$ cat config.mk
export PLATFORM = sky130hd
export DESIGN_NAME = i2s_frame_reader
export DESIGN_NICKNAME = d
export VERILOG_FILES = /design/src/rtl/i2s_pkg.sv /design/src/rtl/i2s_frame_reader_bit_delay_line.sv /design/src/rtl/i2s_frame_reader.sv
export SDC_FILE = /design/constraint.sdc
export NUM_CORES = 1
export LEC_CHECK = 0
export BUFFER_PORTS_ARGS = -buffer_cell sky130_fd_sc_hd__clkbuf_2
export CAP_MARGIN = 20
export CORE_ASPECT_RATIO = 0.5
export CORE_UTILIZATION = 51
export DETAILED_ROUTE_END_ITERATION = 8
export PLACE_DENSITY = 0.79
export SYNTH_ARGS = -nofsm -noshare
export SYNTH_HDL_FRONTEND = slang
export SYNTH_SLANG_ARGS = --single-unit
$ cat constraint.sdc
create_clock -name clk_i -period 1.6 [get_ports clk_i]
set_input_delay 0.24 -clock clk_i [delete_from_list [all_inputs] [get_ports clk_i]]
set_output_delay 0.24 -clock clk_i [all_outputs]
set_load 0.01 [all_outputs]
$ cat src/rtl/i2s_pkg.sv
// ============================================================================
//  Package     : i2s_pkg
//  Description : Shared frame geometry, reader FSM state type and RAM address
//                type for the I2S frame reader.
//  Revision    : 1.0 - initial release
// ============================================================================
`default_nettype none

package i2s_pkg;

   localparam int FRAME_BITS        = 256;
   localparam int SLOT_BITS         = 32;
   localparam int NUM_SLOTS         = 8;
   localparam int SLOT_IDX_W        = 3;
   localparam int BIT_IDX_W         = 5;

   // Default circular-buffer depth (log2 frames) shared with the receiver.
   localparam int DEF_CIRC_BUF_BITS = 3;

   // RAM bit address: {frame, slot, bit}.
   typedef logic [DEF_CIRC_BUF_BITS+SLOT_IDX_W+BIT_IDX_W-1:0] ram_addr_t;

   typedef enum logic [1:0] {
      ST_IDLE    = 2'd0,
      ST_READ    = 2'd1,
      ST_WAIT    = 2'd2,
      ST_PRESENT = 2'd3
   } reader_state_t;

   // True when the slot index refers to the final slot of a frame.
   function automatic logic slot_is_last(input logic [SLOT_IDX_W-1:0] slot);
      return slot == SLOT_IDX_W'(NUM_SLOTS - 1);
   endfunction

endpackage

`default_nettype wire

$ cat src/rtl/i2s_frame_reader_bit_delay_line.sv
// ============================================================================
//  Module      : bit_delay_line
//  Description : DEPTH-stage shift register for a single bit; used to tag RAM
//                read data as valid RAM_READ_LATENCY cycles after the strobe.
//  Revision    : 1.0 - initial release
// ============================================================================
`default_nettype none

module bit_delay_line #(
   parameter int DEPTH = 1
) (
   input  logic clk_i,
   input  logic rst_i,
   input  logic din_i,
   output logic dout_o
);

   logic [DEPTH-1:0] stage_r;

   generate
      if (DEPTH == 1) begin : g_single
         // Single register stage.
         always_ff @(posedge clk_i) begin
            if (rst_i) stage_r <= 1'b0;
            else       stage_r <= din_i;
         end
      end else begin : g_multi
         // Shift the bit one stage per cycle toward the output.
         always_ff @(posedge clk_i) begin
            if (rst_i) stage_r <= '0;
            else       stage_r <= {stage_r[DEPTH-2:0], din_i};
         end
      end
   endgenerate

   assign dout_o = stage_r[DEPTH-1];

endmodule

`default_nettype wire

$ cat src/rtl/i2s_frame_reader.sv
// ============================================================================
//  Module      : i2s_frame_reader
//  Description : Reads the newest complete 256-bit frame from the receiver's
//                bit-wide circular RAM and emits 8 MSB-first channel samples
//                on a valid/ready stream.
//  Options     : I2S_FRAME_READER_REPEAT_DETECT_EN - flag frames whose index
//                equals the previously accepted one on frame_repeat_o.
//  Revision    : 1.0 - initial release
// ============================================================================
`default_nettype none

module i2s_frame_reader
   import i2s_pkg::*;
#(
   parameter int CIRC_BUF_BITS    = 3,
   parameter int SAMPLE_BITS      = 24,
   parameter int RAM_READ_LATENCY = 1
) (
   input  logic                                  clk_i,
   input  logic                                  rst_i,
   input  logic [CIRC_BUF_BITS-1:0]              last_good_frame_idx_i,
   input  logic                                  frame_req_i,
   output logic                                  frame_busy_o,
   output logic [CIRC_BUF_BITS+SLOT_IDX_W+BIT_IDX_W-1:0] ram_read_addr_o,
   output logic                                  ram_read_en_o,
   input  logic                                  ram_read_data_i,
   output logic [SAMPLE_BITS-1:0]                sample_data_o,
   output logic [SLOT_IDX_W-1:0]                 sample_chan_o,
   output logic                                  sample_last_o,
   output logic                                  sample_valid_o,
   input  logic                                  sample_ready_i,
   output logic                                  frame_overrun_o,
   output logic                                  frame_repeat_o
);

   localparam logic [BIT_IDX_W-1:0] LAST_BIT  = BIT_IDX_W'(SAMPLE_BITS - 1);
   localparam logic [1:0]           LAST_WAIT = 2'(RAM_READ_LATENCY - 1);

   reader_state_t              state_r;
   reader_state_t              state_nx;
   logic                       accept;
   logic                       handshake;

   logic [CIRC_BUF_BITS-1:0]   frame_r;
   logic [SLOT_IDX_W-1:0]      slot_r;
   logic [BIT_IDX_W-1:0]       bit_r;
   logic [1:0]                 wait_cnt_r;
   logic [SAMPLE_BITS-1:0]     sample_r;
   logic                       overrun_r;
   logic                       rd_tag;
   logic                       busy;

   assign busy = (state_r != ST_IDLE);

   // State register.
   always_ff @(posedge clk_i) begin
      if (rst_i) state_r <= ST_IDLE;
      else       state_r <= state_nx;
   end

   // Next-state decode plus request-accept and stream-handshake strobes.
   always_comb begin
      state_nx  = state_r;
      accept    = 1'b0;
      handshake = 1'b0;
      case (state_r)
         ST_IDLE: begin
            if (frame_req_i) begin
               accept   = 1'b1;
               state_nx = ST_READ;
            end
         end
         ST_READ: begin
            if (bit_r == LAST_BIT) state_nx = ST_WAIT;
         end
         ST_WAIT: begin
            if (wait_cnt_r == LAST_WAIT) state_nx = ST_PRESENT;
         end
         ST_PRESENT: begin
            if (sample_ready_i) begin
               handshake = 1'b1;
               state_nx  = slot_is_last(slot_r) ? ST_IDLE : ST_READ;
            end
         end
         default: state_nx = ST_IDLE;
      endcase
   end

   // Tags returning RAM bits so capture lines up with the read latency.
   bit_delay_line #(
      .DEPTH (RAM_READ_LATENCY)
   ) u_rd_valid (
      .clk_i  (clk_i),
      .rst_i  (rst_i),
      .din_i  (ram_read_en_o),
      .dout_o (rd_tag)
   );

   // Frame/slot/bit counters, sample shift register and sticky overrun flag.
   always_ff @(posedge clk_i) begin
      if (rst_i) begin
         frame_r    <= '0;
         slot_r     <= '0;
         bit_r      <= '0;
         wait_cnt_r <= '0;
         sample_r   <= '0;
         overrun_r  <= 1'b0;
      end else begin
         if (accept) begin
            frame_r <= last_good_frame_idx_i;
            slot_r  <= '0;
         end

         if (state_r == ST_READ) begin
            bit_r <= (bit_r == LAST_BIT) ? '0 : bit_r + BIT_IDX_W'(1);
         end

         if (state_r == ST_WAIT && wait_cnt_r != LAST_WAIT) begin
            wait_cnt_r <= wait_cnt_r + 2'd1;
         end else begin
            wait_cnt_r <= '0;
         end

         // Shifting left places the first bit read at the MSB.
         if (rd_tag) begin
            sample_r <= SAMPLE_BITS'({sample_r, ram_read_data_i});
         end

         if (handshake && !slot_is_last(slot_r)) begin
            slot_r <= slot_r + SLOT_IDX_W'(1);
         end

         if (frame_req_i && busy) begin
            overrun_r <= 1'b1;
         end
      end
   end

`ifdef I2S_FRAME_READER_REPEAT_DETECT_EN
   logic [CIRC_BUF_BITS-1:0] prev_frame_r;
   logic                     prev_valid_r;
   logic                     repeat_r;

   // Compare each accepted index with the previously accepted one.
   always_ff @(posedge clk_i) begin
      if (rst_i) begin
         prev_frame_r <= '0;
         prev_valid_r <= 1'b0;
         repeat_r     <= 1'b0;
      end else if (accept) begin
         repeat_r     <= prev_valid_r && (last_good_frame_idx_i == prev_frame_r);
         prev_frame_r <= last_good_frame_idx_i;
         prev_valid_r <= 1'b1;
      end
   end

   assign frame_repeat_o = repeat_r & busy;
`else
   assign frame_repeat_o = 1'b0;
`endif

   assign frame_busy_o    = busy;
   assign ram_read_en_o   = (state_r == ST_READ);
   assign ram_read_addr_o = ram_read_en_o ? {frame_r, slot_r, bit_r} : '0;
   assign sample_valid_o  = (state_r == ST_PRESENT);
   assign sample_data_o   = sample_r;
   assign sample_chan_o   = slot_r;
   assign sample_last_o   = sample_valid_o && slot_is_last(slot_r);
   assign frame_overrun_o = overrun_r;

endmodule

`default_nettype wire
After elaboration in Yosys (flattened, before gate mapping):

Cells that the tools add are included.

* output and inout port bits: 44
* flip-flop bits (word level): 41
* input bits: 8

* muxes and demuxes: 14
* bitwise gates (word level): 1
* eq/ne operators: 9
* reductions and logical operators: 12
* add/sub/neg operators: 3

Operators with widths (count)
* 11-bit two-way mux: 1
* 2-bit two-way mux: 4
* 2-bit case mux with 4 select lines: 1
* 3-bit two-way mux: 2
* 2-bit nonzero test: 3
* 5-bit by 1-bit adder with 5-bit output, second input constant: 1
* 5-bit == test, second input constant: 1
* 1-bit two-way mux: 5
* 5-bit two-way mux: 1
* 2-bit == test, second input constant: 2
* 1-bit logical AND: 4
* 2-bit logical NOT: 2
* 2-bit by 1-bit inequality test with 1-bit output, second input constant: 2
* 2-bit inequality test, second input constant: 2
* 4-bit AND reduction: 1
* 3-bit by 1-bit adder with 3-bit output, second input constant: 1
* 3-bit == test, second input constant: 1
* 2-bit by 1-bit adder with 2-bit output, second input constant: 1
* 2-bit by 1-bit == test with 1-bit output, second input constant: 1
* 2-bit OR reduction: 1
* 1-bit logical NOT: 1
* 1-bit NOT: 1

Longest topological paths before layout:

Gate-level depths: netlist of the first run.

* word-level depth: 4
* gate-level depth with buffers: 6
* mapped depth without buffers: 5

Modules after synthesis:

Synthesis of the first run repeated with hierarchy kept, for this count alone.

* cell total of the unflattened synthesis: 182
* area, all modules: 1790.5 um2

Modules (own cells, without submodules)
* i2s_frame_reader: times used 1, cells an instance 180, seq. area each 800.8 um2, area each 1756.7 um2
* bit_delay_line: times used 1, cells an instance 2, seq. area each 20.0 um2, area each 33.8 um2

Least setup slack after synthesis of the first run:

OpenSTA, ideal clock, no wires.

* kind: reg2out
* start: register state_r[1]
* end: output port ram_read_addr_o[10]
* arrival time: 1.264 ns
* required time: 1.360 ns
* slack: 0.096 ns
* cell stages (with the launch flop): 6
* path through: dfxtp_1 -> inv_1 -> ha_1 -> buf_2 -> clkbuf_1 -> and2_1

* cells in the longest elaborated chain, start to end: 2

Ends and longest elaborated chain
* start: declaration: line i2s_frame_reader.sv:39 `reader_state_t state_r;`
* start signal: assignment: line i2s_frame_reader.sv:58 `else state_r <= state_nx;`
* 2-bit by 1-bit == test with 1-bit output: line i2s_frame_reader.sv:163 `assign ram_read_en_o = (state_r == ST_READ);`
* net ram_read_en_o: line i2s_frame_reader.sv:25 `output logic ram_read_en_o,`
* 11-bit two-way mux: line i2s_frame_reader.sv:164 `assign ram_read_addr_o = ram_read_en_o ? {frame_r, slot_r, bit_r} : '0;`
* end: declaration: line i2s_frame_reader.sv:24 `output logic [CIRC_BUF_BITS+SLOT_IDX_W+BIT_IDX_W-1:0] ram_read_addr_o,`

The timed path passes the listed nets, and every way through them passes these cells.

Worst setup path after layout of the first run:

* start: register state_r[1]
* end: output port ram_read_addr_o[2]

* cells in the longest elaborated chain, start to end: 2

Ends and longest elaborated chain (line)
* 2-bit by 1-bit == test with 1-bit output: i2s_frame_reader.sv:163
* 11-bit two-way mux: i2s_frame_reader.sv:164

Every way passes these cells.

==> out/results.txt, run 1 <==
status -> completed
Compound-Gate Fraction of Synth Area -> 0.05271
Crit. Startpoint -> state_r[1]
largest net degree at the start of global routing -> 26
Via Count -> 1,406
DR pass1 iterations -> 4
fin area -> 2231 um2
WP data arrival -> 1320 ps
final hold vios -> 0
Finished Core Util -> 0.7075
Final period util -> 0.9764
grt total ovfl -> 0
Setup Crit Path Kind -> flip-flop to output pin
DRC Markers -> 0
placed cell areas -> 2079 um2
Hold Startpoint -> last_good_frame_idx_i[1]
final RePlAce weighted congestion -> 0.8686
share of cells above drive strength 1 -> 0.3515
Post-Synth Simple-Gate Area -> 0.2256
clock root buffer -> clkbuf_8
Clock Latency Late Sink -> 290 ps
Buffers on Ports -> 50
Post-DRT Antenna Nets -> 0
Max IR drop VDD -> 0.7819 mV
area grow syn2layout -> 25.30%
# nets final -> 255
yosys warns -> 0
Layout Skew -> 6.939 ps
crit end category -> output pin
Netlist cell types -> 29
commonest non-fill, non-tap cells in the layout -> clkbuf_2, dfxtp_1, mux2i_1, nor2_1, and2_1
number of global-route vias before repair -> 1,253
leakage -> 1.039 nW
global-route wire length before repair -> 5506 um
H-tree depth -> 2
initial antenna violation count -> 0
Tightest Hold Check Type -> input port to flip-flop
max-cap viol count -> 0
Clock Pin Slew Worst Setup and Hold Paths -> 80 ps
total CTS buffers -> 5
die height -> 43.78 um
FP Rows -> 14
Ports -> 52
setup TNS -> 0 ps
Avg WL per Cell -> 12.33 um
antenna diode count -> 0
commonest non-fill, non-tap cell in the layout -> clkbuf_2
via/cell ratio -> 5.039
Slew Limit Fails -> 0
Netlist Area Pre-Place -> 1780 um2
CTS tree -> yes
f_max -> 0.6401 GHz
power per cell area -> 1179 nW/um2
die area -> 3746 um2
Max Root-Sink Buffers -> 2
Starting Density -> 0.5647
Synthesized Nets -> 199
WP data required -> 1360 ps
post-synthesis area per instance -> 9.783 um2
Die Span X -> 85.56 um
Syn Inst Count -> 182
TritonCTS Sinks -> 41
Seq/Total Area, Yosys -> 0.4610
Seq cells post-synth -> 41
core area -> 3153 um2
Routed Wire Length -> 3441 um
Final Critical Period -> 1562 ps
crit path max fanout -> 11
mux share of post-synthesis cell area -> 0.1518
Final setup viols -> 0
crit start category -> flip-flop
DPL Wire Length -> 2341 um
XOR/XNOR Fraction of Synth Area -> 0.004919
post-cts hold buffer count -> 0
total track usage -> 0.1913
Crit Reg-Reg Startpoint -> state_r[1]
initial DRC count -> 46
final setup margin -> 37.71 ps
overall power -> 2.630 mW
worst slack, placed -> 52.74 ps
combinational family with the most area after synthesis -> simple AND/OR/NAND/NOR gates
post-synthesis adder-cell area fraction -> 0.06325
==> report_power, final <==
| group | internal (mW) | switching [mW] |
|---|---|---|
| combinational | 0.373 | 0.405 |
| sequential | 1.09 | 0.0581 |
| clock | 0.349 | 0.350 |
| total | 1.82 | 0.813 |
==> layer usage <==
metal,share of wire,GRT usage,vias up
met5,0,0,-
met4,0.0070,0.06000,0
li1,-,-,715
met1,0.45,0.2171,657
met3,0.041,0.06286,2
met2,0.51,0.3504,32
==> timing repair <==
action,in CTS,in global routing
setup buffers,2,1
gates resized for setup,5,7
pin swaps,0,1
endpoints found under the setup margin,13,15
==> worst max-delay path: stages (launching register included) <==
cell	delay (ps)
dfxtp_2	350
inv_2	60
ha_4	180
buf_4	170
and2_2	160
clkbuf_2	120
==> stage by stage <==
stage | std cells | hold slack [ps]
finish | 279 | 175.7
global route | 279 | 197.8
CTS | 278 | 168.5
detailed placement | 268 | 449.2
global placement | 268 | 438.5
floorplan | 182 | 380.7
==> sequential cells by signal (all words and copies together), names as in the netlist <==
name and flops:
frame_overrun_o 1, wait_cnt_r 2, sample_chan_o 3, u_rd_valid.dout_o 1, state_r 2, bit_r 5, frame_r 3, sample_data_o 24
==> cell type report <==
type,instances,area [um2]
Inverter,6,22.52
Sequential cell,41,827.0
Timing Repair Buffer,59,321.6
Clock buffer,6,82.58
Tap cell,40,50.05
Clock inverter,2,13.76
Multi-Input combinational cell,125,913.4
Fill cell,255,922.1
==> cells in the mapped netlist <==
| cell type | count | area share |
|---|---|---|
| buf_1 | 1 | 0.0021 |
| nand2b_1 | 2 | 0.0070 |
| dfxtp_1 | 41 | 0.46 |
| xor2_1 | 1 | 0.0049 |
| buf_2 | 4 | 0.011 |
| or2_2 | 1 | 0.0035 |
| clkbuf_1 | 4 | 0.0084 |
| and2b_2 | 4 | 0.020 |
| conb_1 | 1 | 0.0021 |
| nor2b_1 | 2 | 0.0070 |
| and2_1 | 11 | 0.039 |
| a211o_1 | 1 | 0.0049 |
| a2111oi_4 | 1 | 0.015 |
| nand4b_4 | 1 | 0.013 |
| inv_1 | 6 | 0.013 |
| and2_2 | 1 | 0.0042 |
| ha_1 | 9 | 0.063 |
| nand3_1 | 8 | 0.022 |
| nand4b_1 | 2 | 0.0098 |
| mux2i_1 | 27 | 0.15 |
| nor2_1 | 27 | 0.057 |
| nand3b_1 | 2 | 0.0084 |
| buf_4 | 1 | 0.0042 |
| nand2_1 | 9 | 0.019 |
| and3_1 | 2 | 0.0070 |
| and3b_1 | 1 | 0.0049 |
| a21oi_1 | 10 | 0.028 |
| nand4_1 | 1 | 0.0035 |
| o31ai_1 | 1 | 0.0042 |
==> cells by family after synthesis <==
| logic type | after synthesis |
|---|---|
| compound gates | 13 |
| xor+xnor | 1 |
| fa+ha+maj | 9 |
| buf+inv | 16 |
| flops | 41 |
| mux | 27 |
| other cells | 1 |
| simple gates | 74 |
==> final timing paths <==
check,depth (start not counted),slack (ps),endpoint
min reg2reg,2,460,frame_r[0]
max,5,40,ram_read_addr_o[2]
max reg2reg,5,80,state_r[1]
min,3,180,frame_r[1]
(Power assumes the default switching activity.)
==> inputs of run 2 (changes only) <==
PLACE_DENSITY = default   (was 0.79)
PLACE_DENSITY_LB_ADDON = 0.08   (was default)
==> run 2 against run 1 <==
Sequential cell count unchanged. Die area unchanged. Design area increased by 2.0%. Utilization increased by 1.4 points. Largest power group unchanged. Combinational power increased by 3.3%. Clock skew increased by 1.0 ps. Register-to-register slack improved by 40 ps. Global-route usage increased by 1.2 points. Sequential power about the same. Sequential share of layout area decreased by 0.57 points.
==> out/results.txt, run 2 (synthesis gave the netlist of run 1 again) <==
status -> completed
Final setup viols -> 0
Via Count -> 1,429
Final period util -> 0.9644
initial antenna violation count -> 0
grt total ovfl -> 0
commonest non-fill, non-tap cell in the layout -> clkbuf_2
crit end category -> output pin
Clock Pin Slew Worst Setup and Hold Paths -> 80 ps
clock root buffer -> clkbuf_8
DR pass1 iterations -> 4
CTS tree -> yes
# nets final -> 257
final hold vios -> 0
Routed Wire Length -> 3547 um
Post-DRT Antenna Nets -> 0
Setup Crit Path Kind -> flip-flop to output pin
met2 WL -> 1712 um
Top Layer Used -> met4
Max Root-Sink Buffers -> 2
number of global-route vias before repair -> 1,249
f_max -> 0.6480 GHz
total CTS buffers -> 5
Final Critical Period -> 1543 ps
Layout Cells excl Fill -> 281
TritonCTS Sinks -> 41
commonest non-fill, non-tap cells in the layout -> clkbuf_2, dfxtp_1, mux2i_1, nor2_1, and2_1
Ports -> 52
antenna diode count -> 0
global-route wire length before repair -> 5637 um
Avg WL per Cell -> 12.62 um
WP data required -> 1360 ps
Starting Density -> 0.5647
max-cap viol count -> 0
hold path cells -> 3
share of cells above drive strength 1 -> 0.3651
Max IR drop VDD -> 1.075 mV
Die Span X -> 85.56 um
leakage -> 1.057 nW
initial DRC count -> 31
FF-to-FF setup slack -> 120 ps
Tightest Hold Check Type -> input port to flip-flop
die height -> 43.78 um
core area -> 3153 um2
area grow syn2layout -> 27.83%
Fillers -> 247
largest net degree at the start of global routing -> 38
Slew Limit Fails -> 0
r2r worst-path depth -> 5
die area -> 3746 um2
post-cts hold buffer count -> 0
max reg flops -> 24
WP data arrival -> 1300 ps
Clock Latency Late Sink -> 300 ps
FP Rows -> 14
dpl cells -> 268
DRC Markers -> 0
Layout Skew -> 7.988 ps
total track usage -> 0.2031
overall power -> 2.831 mW
WHS -> 171.4 ps
Buffers on Ports -> 50
power per cell area -> 1244 nW/um2
crit path max fanout -> 8
routed wl met3 -> 204 um
H-tree depth -> 2
final RePlAce weighted congestion -> 0.7318
wire length on met1 -> 1591 um
via/cell ratio -> 5.085
DPL Wire Length -> 2354 um
crit start category -> flip-flop
-- run 2: repair_timing --
item	CTS	global route
endpoints found under the setup margin	14	15
pin swaps	0	2
resized for setup	6	11
setup buffers	4	1
-- run 2: path summary, 6_finish.rpt --
check	startpoint	to
worst max-delay path	state_r[1]	ram_read_addr_o[9]
worst min-delay path	last_good_frame_idx_i[2]	frame_r[2]
worst max register to register	state_r[1]	state_r[0]
worst min register to register	frame_r[0]	frame_r[0]
-- run 2: power by group --
| part | internal (mW) | switching (mW) | total, mW |
|---|---|---|---|
| combinational | 0.399 | 0.404 | 0.804 |
| clock | 0.507 | 0.360 | 0.868 |
| sequential | 1.09 | 0.0654 | 1.16 |
| total | 2.00 | 0.830 | 2.83 |
-- run 2: metrics by stage --
stage,setup TNS [ps],setup slack (ps),util,instance area (um2)
after floorplan,0,95.78,-,1780
after global placement,0,106.5,0.6595,2079
after detailed placement,0,45.43,0.6595,2079
after CTS,0,2.280,0.7131,2248
after global routing,-5.618,-5.618,0.7218,2276
final,0,56.90,0.7218,2276
-- run 2: worst max-delay path, cell delays in order, from the launching register on --
cell and delay [ps]:
dfxtp_2 370, inv_4 60, ha_4 180, buf_4 150, and2_1 130, clkbuf_2 120
-- run 2: per-layer routing --
layer / up-vias / track usage
li1: 718 / -
met5: - / 0
met1: 673 / 0.2340
met4: 0 / 0.08000
met2: 34 / 0.3424
met3: 4 / 0.08762
-- run 2: final cells by class --
cell class | instances | area, um2 | share of cell area
Clock inverter | 2 | 37.54 | 0.01649
Inverter | 6 | 25.02 | 0.01100
Multi-Input combinational cell | 125 | 913.4 | 0.4013
Clock buffer | 6 | 82.58 | 0.03628
Timing Repair Buffer | 61 | 336.6 | 0.1479
Sequential cell | 41 | 830.8 | 0.3650
Tap cell | 40 | 50.05 | 0.02199
==> inputs of run 3 (changes only) <==
BUFFER_PORTS_ARGS = -buffer_cell sky130_fd_sc_hd__buf_2   (was -buffer_cell sky130_fd_sc_hd__clkbuf_2)
==> run 3 against run 2 <==
Maximum frequency down 1.0%. Sequential power about the same. Cell count down 0.36%. Critical path type is now flip-flop to flip-flop. Wire length down 8.2%. Design area up 0.88%. Worst hold slack better by 8.1 ps. Power down 0.49%. Sequential share of layout area down 0.32 points. Global-route usage down 1.9 points. Sequential cell count unchanged.
==> out/results.txt, run 3 (synthesis gave the netlist of run 1 again) <==
Setup Crit Path Kind -> flip-flop to flip-flop
initial DRC count -> 40
Final setup viols -> 0
final RePlAce weighted congestion -> 0.7815
via/cell ratio -> 4.982
Post-DRT Antenna Nets -> 0
total track usage -> 0.1841
initial antenna violation count -> 0
Final Critical Period -> 1559 ps
clock root buffer -> clkbuf_8
max reg flops -> 24
f_max -> 0.6413 GHz
status -> completed
setup TNS -> 0 ps
Fillers -> 246
die height -> 43.78 um
Finished Core Util -> 0.7282
commonest non-fill, non-tap cells in the layout -> buf_2, dfxtp_1, mux2i_1, nor2_1, and2_1
DR pass1 iterations -> 7
Max IR drop VDD -> 0.8614 mV
Ports -> 52
global-route wire length before repair -> 5195 um
grt total ovfl -> 0
Starting Density -> 0.5647
WP data arrival -> 1770 ps
Die Span X -> 85.56 um
Max Root-Sink Buffers -> 2
H-tree depth -> 2
unrepaired setup endpoints after global routing -> true
Via Count -> 1,395
max-cap viol count -> 0
crit end category -> flip-flop
largest net degree at the start of global routing -> 38
post-cts hold buffer count -> 0
commonest non-fill, non-tap cell in the layout -> buf_2
core area -> 3153 um2
leakage -> 1.083 nW
Routed Wire Length -> 3256 um
Buffers on Ports -> 50
WP data required -> 1810 ps
Slew Limit Fails -> 0
area grow syn2layout -> 28.95%
crit start category -> flip-flop
final hold vios -> 0
CTS tree -> yes
share of cells above drive strength 1 -> 0.3708
die area -> 3746 um2
FF-to-FF setup slack -> 40 ps
DRC Markers -> 0
crit path max fanout -> 4
FP Rows -> 14
Final period util -> 0.9745
number of global-route vias before repair -> 1,166
antenna diode count -> 0
Layout Skew -> 9.578 ps
Avg WL per Cell -> 11.63 um
Clock Pin Slew Worst Setup and Hold Paths -> 80 ps
Tightest Hold Check Type -> input port to flip-flop
Clock Latency Late Sink -> 290 ps
DPL Wire Length -> 2189 um
TritonCTS Sinks -> 41
total CTS buffers -> 5
# nets final -> 256
power per cell area -> 1227 nW/um2
## run 3: cell count changes in the layout (fill, tap and decap cells not counted), sizes merged
| cell | before | now |
|---|---|---|
| clkbuf | 55 | 5 |
| clkinv | 0 | 1 |
| buf | 12 | 60 |
## run 3: final timing paths
kind / depth (start not counted) / startpoint / endpoint
setup / recovery: 5 / state_r[1] / state_r[1]
hold / removal: 3 / ram_read_data_i / sample_data_o[0]
setup reg to reg: 5 / state_r[1] / state_r[1]
hold reg to reg: 2 / frame_r[1] / frame_r[1]
## run 3: layout make-up
| class | instances | area (um2) | area share |
|---|---|---|---|
| Clock buffer | 5 | 68.82 | 0.02997 |
| Clock inverter | 3 | 46.29 | 0.02016 |
| Inverter | 6 | 27.53 | 0.01199 |
| Multi-Input combinational cell | 125 | 935.9 | 0.4076 |
| Sequential cell | 41 | 830.8 | 0.3619 |
| Tap cell | 40 | 50.05 | 0.02180 |
| Timing Repair Buffer | 60 | 336.6 | 0.1466 |
## run 3: stage by stage
step / hold slack, ps / instance area [um2] / instances / worst slack, ps / power, mW
5_1_grt: 184.8 / 2296 / 280 / -19.81 / 2.982
2_1_floorplan: 380.7 / 1780 / 182 / 95.78 / 1.646
3_5_place_dp: 443.5 / 2079 / 268 / -5.235 / 1.845
3_3_place_gp: 440.0 / 2079 / 268 / 102.1 / 1.827
4_1_cts: 179.1 / 2248 / 280 / 2.169 / 2.771
6_report: 179.5 / 2296 / 280 / 40.78 / 2.817
## run 3: critical path, stage by stage, from the launching register on
cell       delay (ps)
dfxtp_4           370
buf_6             120
ha_4              160
and2b_2           210
a2111oi_4         390
mux2i_1           240
## run 3: layer usage
| layer | vias to the layer above | routed length [um] | global-route usage |
|---|---|---|---|
| met5 | - | 0 | 0 |
| met4 | 0 | 19 | 0.05000 |
| met3 | 2 | 160 | 0.08190 |
| met2 | 33 | 1427 | 0.2912 |
| met1 | 639 | 1647 | 0.2326 |
| li1 | 721 | - | - |
## run 3: timing repair
| item | in CTS | in global routing |
|---|---|---|
| gates cloned | 0 | 0 |
| resized for setup | 8 | 15 |
| pin swaps | 1 | 2 |
| buffers inserted | 4 | 1 |
| endpoints found under the setup margin | 15 | 14 |
## run 3: report_power, final
| group | internal, mW | leakage, nW | switching [mW] |
|---|---|---|---|
| clock network | 0.467 | 0.0543 | 0.359 |
| registers | 1.10 | 0.334 | 0.0743 |
| logic | 0.411 | 0.695 | 0.407 |
